**src/rtl/loop_sequencer_pkg.sv**
```systemverilog
// Shared GPU ISA definitions used by decode and the loop sequencer:
// loop-control opcodes, loop-count width and sequencer state encoding.
package loop_sequencer_pkg;

  localparam int COUNT_WIDTH = 16;

  typedef logic [7:0]             opcode_t;
  typedef logic [COUNT_WIDTH-1:0] count_t;

  localparam opcode_t OP_STARTLOOP = 8'hC0;
  localparam opcode_t OP_ENDLOOP   = 8'hC8;
  localparam opcode_t OP_LOOPCOUNT = 8'hD1;

  typedef enum logic [1:0] {
    ST_IDLE = 2'd0,
    ST_RUN  = 2'd1,
    ST_HALT = 2'd2
  } seq_state_t;

  // A loop count of zero still runs the body once.
  function automatic count_t normalize_count(input count_t raw);
    return (raw == '0) ? count_t'(1) : raw;
  endfunction

endpackage

```
**src/rtl/loop_stack.sv**
```systemverilog
// Hardware loop stack: each entry holds the loop-body start address and the
// remaining iteration count. Supports push, pop, decrement-top and clear.
module loop_stack
  import loop_sequencer_pkg::*;
#(
  parameter int ADDR_WIDTH = 16,
  parameter int DEPTH      = 4,
  localparam int LW        = $clog2(DEPTH + 1)
) (
  input  logic                  clk,
  input  logic                  reset,
  input  logic                  clear,
  input  logic                  push,
  input  logic                  pop,
  input  logic                  dec_top,
  input  logic [ADDR_WIDTH-1:0] push_addr,
  input  count_t                push_count,
  output logic                  full,
  output logic                  empty,
  output logic [ADDR_WIDTH-1:0] top_addr,
  output count_t                top_count,
  output logic [LW-1:0]         level
);

  localparam int IW = (DEPTH > 1) ? $clog2(DEPTH) : 1;

  typedef struct packed {
    logic [ADDR_WIDTH-1:0] addr;
    count_t                count;
  } entry_t;

  entry_t          entries [DEPTH];
  logic [LW-1:0]   level_q;
  logic [IW-1:0]   top_idx;
  logic [IW-1:0]   push_idx;
  logic            do_push;
  logic            do_pop;
  logic            do_dec;

  assign full     = (level_q == LW'(DEPTH));
  assign empty    = (level_q == '0);
  assign top_idx  = IW'(level_q - LW'(1));
  assign push_idx = IW'(level_q);

  assign do_push = push    && !full  && !clear;
  assign do_pop  = pop     && !empty && !clear;
  assign do_dec  = dec_top && !empty && !clear;

  // NOTE: sequential state is assigned with <= so every flop samples values
  // from before the edge; blocking here would create order-dependent races.
  always_ff @(posedge clk or posedge reset) begin
    if (reset) begin
      level_q <= '0;
    end else if (clear) begin
      level_q <= '0;
    end else if (do_push) begin
      level_q <= level_q + LW'(1);
    end else if (do_pop) begin
      level_q <= level_q - LW'(1);
    end
  end

  // NOTE: entry storage is deliberately not reset; level_q alone decides which
  // entries are live, so clearing the level discards every stale entry.
  always_ff @(posedge clk) begin
    if (do_push) begin
      entries[push_idx] <= '{addr: push_addr, count: push_count};
    end else if (do_dec) begin
      entries[top_idx].count <= entries[top_idx].count - count_t'(1);
    end
  end

  assign top_addr  = entries[top_idx].addr;
  assign top_count = entries[top_idx].count;
  assign level     = level_q;

endmodule

```
**src/rtl/loop_sequencer.sv**
```systemverilog
// Instruction sequencer with zero-overhead hardware loops: fetches from PC,
// executes loop-control opcodes locally and forwards all others to decode.
module loop_sequencer
  import loop_sequencer_pkg::*;
#(
  parameter int PC_WIDTH    = 16,
  parameter int STACK_DEPTH = 4
) (
  input  logic                CLK,
  input  logic                RESET,
  input  logic                START,
  input  logic                STALL,
  input  logic [PC_WIDTH-1:0] LAST_PC,
  input  logic [31:0]         INSTR,
  output logic [PC_WIDTH-1:0] PC,
  output logic                ISSUE_VALID,
  output logic [31:0]         ISSUE_INSTR,
  output logic [2:0]          LOOP_DEPTH,
  output logic                LOOP_ERR,
  output logic                DONE
);

  localparam int LW = $clog2(STACK_DEPTH + 1);

  seq_state_t          state;
  seq_state_t          state_next;

  logic [PC_WIDTH-1:0] pc_next;
  logic [PC_WIDTH-1:0] pc_inc;
  count_t              pending_q;
  count_t              pending_next;
  logic                valid_next;
  logic [31:0]         instr_next;
  logic                err_next;
  logic                err_set;
  logic                at_end;
  opcode_t             opcode;

  logic                stk_clear;
  logic                stk_push;
  logic                stk_pop;
  logic                stk_dec;
  logic                stk_full;
  logic                stk_empty;
  logic [PC_WIDTH-1:0] stk_top_addr;
  count_t              stk_top_count;
  logic [LW-1:0]       stk_level;

  assign opcode = INSTR[31:24];
  assign pc_inc = PC + PC_WIDTH'(1);

  loop_stack #(
    .ADDR_WIDTH (PC_WIDTH),
    .DEPTH      (STACK_DEPTH)
  ) u_loop_stack (
    .clk        (CLK),
    .reset      (RESET),
    .clear      (stk_clear),
    .push       (stk_push),
    .pop        (stk_pop),
    .dec_top    (stk_dec),
    .push_addr  (pc_inc),
    .push_count (pending_q),
    .full       (stk_full),
    .empty      (stk_empty),
    .top_addr   (stk_top_addr),
    .top_count  (stk_top_count),
    .level      (stk_level)
  );

  // State register.
  always_ff @(posedge CLK or posedge RESET) begin
    if (RESET) begin
      state <= ST_IDLE;
    end else begin
      state <= state_next;
    end
  end

  // Instruction execution: next PC, pending count, issue and stack controls.
  // NOTE: every output of a combinational block gets a default first, so no
  // path leaves a signal unassigned and no latch is inferred.
  always_comb begin
    pc_next      = PC;
    pending_next = pending_q;
    valid_next   = 1'b0;
    instr_next   = ISSUE_INSTR;
    err_next     = LOOP_ERR;
    err_set      = 1'b0;
    at_end       = 1'b0;
    stk_clear    = 1'b0;
    stk_push     = 1'b0;
    stk_pop      = 1'b0;
    stk_dec      = 1'b0;

    if (START) begin
      pc_next      = '0;
      pending_next = count_t'(1);
      err_next     = 1'b0;
      stk_clear    = 1'b1;
    end else if (state == ST_RUN && !STALL) begin
      at_end = (PC == LAST_PC);
      case (opcode)
        OP_LOOPCOUNT: begin
          pending_next = normalize_count(INSTR[15:0]);
          pc_next      = pc_inc;
        end
        OP_STARTLOOP: begin
          if (stk_full) begin
            err_set = 1'b1;
          end else begin
            stk_push     = 1'b1;
            pending_next = count_t'(1);
            pc_next      = pc_inc;
          end
        end
        OP_ENDLOOP: begin
          if (stk_empty) begin
            err_set = 1'b1;
          end else if (stk_top_count > count_t'(1)) begin
            // Taken branch back to the body never ends the program.
            stk_dec = 1'b1;
            pc_next = stk_top_addr;
            at_end  = 1'b0;
          end else begin
            stk_pop = 1'b1;
            pc_next = pc_inc;
          end
        end
        default: begin
          valid_next = 1'b1;
          instr_next = INSTR;
          pc_next    = pc_inc;
        end
      endcase
      if (err_set) begin
        err_next = 1'b1;
      end
    end
  end

  // Next-state logic.
  always_comb begin
    state_next = state;
    if (START) begin
      state_next = ST_RUN;
    end else begin
      case (state)
        ST_RUN:  if (err_set || at_end) state_next = ST_HALT;
        ST_IDLE: state_next = ST_IDLE;
        ST_HALT: state_next = ST_HALT;
        default: state_next = ST_IDLE;
      endcase
    end
  end

  // Output logic.
  always_comb begin
    DONE       = (state == ST_HALT);
    LOOP_DEPTH = 3'(stk_level);
  end

  // Datapath registers.
  always_ff @(posedge CLK or posedge RESET) begin
    if (RESET) begin
      PC          <= '0;
      pending_q   <= count_t'(1);
      ISSUE_VALID <= 1'b0;
      ISSUE_INSTR <= '0;
      LOOP_ERR    <= 1'b0;
    end else begin
      PC          <= pc_next;
      pending_q   <= pending_next;
      ISSUE_VALID <= valid_next;
      ISSUE_INSTR <= instr_next;
      LOOP_ERR    <= err_next;
    end
  end

endmodule

```
**config.mk**
```make
export PLATFORM = sky130hd
export DESIGN_NAME = loop_sequencer
export DESIGN_NICKNAME = d
export VERILOG_FILES = /design/src/rtl/loop_sequencer_pkg.sv /design/src/rtl/loop_stack.sv /design/src/rtl/loop_sequencer.sv
export SDC_FILE = /design/constraint.sdc
export NUM_CORES = 1
export LEC_CHECK = 0
export CAP_MARGIN = 10
export CORE_MARGIN = 3
export CORE_UTILIZATION = 56
export DETAILED_ROUTE_END_ITERATION = 10
export PLACE_DENSITY = 0.8
export SLEW_MARGIN = 25
export SYNTH_ARGS = -nofsm -noshare
export SYNTH_HDL_FRONTEND = slang
export SYNTH_SLANG_ARGS = --single-unit
```
**constraint.sdc**
```tcl
create_clock -name CLK -period 6.31 [get_ports CLK]
set_input_delay 1.262 -clock CLK [delete_from_list [all_inputs] [get_ports CLK]]
set_output_delay 1.262 -clock CLK [all_outputs]
set_load 0.01 [all_outputs]
```
==> summary.txt <==
Worst setup path
  • Buf/Inv on CP: 3
  • Crit-path leading delay family: simple AND/OR/NAND/NOR gates
  • Crit-path max FO: 21
  • FF-to-FF setup slack: 1.34 ns
  • CP most frequent cell: buf_4
  • Critical Path AT: 5.08 ns
  • Crit-path cells: inv_1, ha_1, buf_4, mux4_2, nor4_4, nand4_2, nand2b_1, nand4_1, o21ai_1, buf_4
  • Crit path kind: reg2reg
  • CP max stage delay: 0.93 ns
  • CP endpoint kind: flop
  • CP max stage cell: ha_1
  • Type of origin of the critical path: flop
  • Worst path required time: 6.42 ns

Logic synthesis
  • Synth cell count leaders: 128 x edfxtp_1, 70 x dfrtp_1, 43 x nor2_1, 34 x nand2_1, 33 x mux2_2
  • Total number of yosys warnings: 0
  • Sequential area share after synthesis: 0.631
  • Post-Syn Area: 8910 um^2
  • Netlist cell types: 50
  • Cell with the most instances after synthesis: edfxtp_1
  • Post-synth net total: 685
  • Top-area cell type share of the netlist area: 0.431
  • Main synth FF type: edfxtp_1
  • EDFF count, synth: 128
  • Cell count after synthesis: 625
  • Async SR Flop Fraction: 0.357
  • FF+latch count, synth: 199
  • Yosys top cell by area: edfxtp_1
  • Largest cells by area after synthesis: edfxtp_1 43%, dfrtp_1 20%, mux4_2 8.1%
  • Avg Synthesized Cell Area: 14.3 um^2

Clock network
  • PostCTS Resize Cnt: 0
  • Clock Sinks: 199
  • Root Buffer: clkbuf_16
  • Post-CTS setup buffer count: 0
  • Hold_buf cts: 0
  • CTS tree: built
  • Clock Tree Buf Depth: 2
  • CTS Buf Count: 17
  • H-tree levels: 4
  • Skew-Pair Late Insertion Delay: 0.43 ns
  • CTS clk-pin slew, worst paths: 0.07 ns

STA
  • RSZ-0062 raised after global routing: no
  • Fin worst setup slack: 1.34 ns
  • Final hold violation count: 0
  • Final period util: 0.788
  • Top achievable clock speed: 201 MHz
  • Final Max Slew Viols: 0
  • Final setup viols: 0
  • Slew @ Worst Pin: 0.999 ns
  • Layout Skew: 0.00839 ns
  • Worst hold slack: 0.516 ns
  • Setup TNS: 0 ns
  • Max_slew headroom: 0.325
  • Final min period: 4.97 ns

Place
  • Hpwl dp: 14,000 um
  • I/O Buffers: 105
  • Pre-CTS WS: 1.40 ns
  • GPL Wtd Cong: 0.857

Route
  • Initial DRT Pass Iterations: 5
  • Antenna viol nets, final: 0
  • Vias: 5,813
  • Vias per inst: 6.07
  • Total Wirelength: 20,600 um
  • Number of remaining DRC errors: 0
  • Drt first-iter violations: 575
  • Drt wl/cell: 21.5 um

Global routing
  • Global-route wire length before repair: 33,400 um
  • Met3 usage: 0.0550
  • Largest net degree at the start of global routing: 72
  • Grt peak-use layer: met2
  • Tot GR Track Use: 0.244
  • Global route total overflow: 0
  • M1 GR Usage: 0.327
  • Met2 Use GR: 0.400
  • Vias in the first global route: 6,045
  • Initial antenna violation count: 0

Power
  • Power Density: 295 nW/um^2
  • Total power: 3.19 mW
  • Leakage: 4.08 nW
  • Peak VDD IR: 0.228 mV

Cells and area
  • Fin util: 0.702
  • Area Overhead vs Synth: 21.2%
  • Share of cells above drive strength 1: 0.173
  • N_diodes: 0
  • Final nets: 793

Floorplanning
  • Initial Util: 0.580
  • I/O pin cnt: 106
  • Rows: 45
  • Height of the die: 132 um
  • Die width: 132 um
  • Total core area: 15,400 um^2
  • DIE AREA: 17,500 um^2

Job
  • MaxCap Viol Count: 0

Run status
  • Status: complete, no violations

Min path
  • Worst hold path class: reg2reg
-- stage by stage --
stage	cells	cell area, um^2
2_1_floorplan	625	8910
3_3_place_gp	925	10200
3_5_place_dp	925	10200
4_1_cts	957	10800
5_1_grt	957	10800
6_report	957	10800
-- layer usage --
| layer | wire length (um) | part of all wire |
|---|---|---|
| met2 | 10300 | 0.50 |
| met4 | 541 | 0.026 |
| met5 | 0 | 0 |
| met3 | 1280 | 0.062 |
| met1 | 8420 | 0.41 |
-- report_power, final --
group	switching (mW)	leakage, nW	internal (mW)	total, mW
logic	0.228	1.56	0.329	0.557
registers	0.0711	2.23	1.50	1.57
clock network	0.489	0.294	0.573	1.06
total	0.788	4.08	2.40	3.19
-- path summary, 6_finish.rpt --
check	endpoint	start	cells after the start
setup / recovery	u_loop_stack.entries[1][0]$_DFFE_PP_	u_loop_stack.level[1]$_DFFE_PP0P_	10
hold / removal	ISSUE_INSTR[5]$_DFFE_PP0P_	ISSUE_INSTR[5]$_DFFE_PP0P_	1
setup reg to reg	u_loop_stack.entries[1][0]$_DFFE_PP_	u_loop_stack.level[1]$_DFFE_PP0P_	10
hold reg to reg	ISSUE_INSTR[5]$_DFFE_PP0P_	ISSUE_INSTR[5]$_DFFE_PP0P_	1
max in group asynchronous	u_loop_stack.level[0]$_DFFE_PP0P_	RESET	3
min in group asynchronous	ISSUE_INSTR[18]$_DFFE_PP0P_	RESET	3
-- state kept, by name, summed over array words and instances (netlist names) --
register,flops
PC,16
u_loop_stack.level,3
ISSUE_INSTR,32
pending_q,16
state,2
u_loop_stack.entries,128
LOOP_ERR,1
ISSUE_VALID,1
-- cell families after synthesis --
| logic type | count (synthesis) | share of synthesized area |
|---|---|---|
| simple gates | 158 | 0.0918 |
| mux | 70 | 0.128 |
| flops | 199 | 0.631 |
| compound gates | 91 | 0.0668 |
| xor+xnor | 45 | 0.0442 |
| buf+inv | 54 | 0.0268 |
| fa+ha+maj | 8 | 0.0112 |
-- placed cells by master, fill, tap and decap left out, types with 7 or more instances in the layout --
cell,n
edfxtp_1,128
clkdlybuf4s50_1,105
dfrtp_1,69
nor2_1,41
nand2_1,34
mux2_2,33
mux4_2,32
xor2_1,26
inv_1,22
xnor2_1,19
clkbuf_16,19
o21ai_0,17
nand3_1,15
a22o_1,15
buf_4,15
a31oi_1,13
a21oi_1,12
nor3_1,11
nor4_1,11
o22ai_1,11
nand4_1,8
ha_1,8
and2_1,7
inv_6,7
-- final cells by class --
class	instances	area (um^2)
Clock inverter	12	96.3
Fill cell	1042	4570
Multi-Input combinational cell	372	3070
Clock buffer	20	489
Inverter	23	86.3
Tap cell	211	264
Sequential cell	199	5620
Timing Repair Buffer	120	1160
Power figures use the tool's default switching activity.
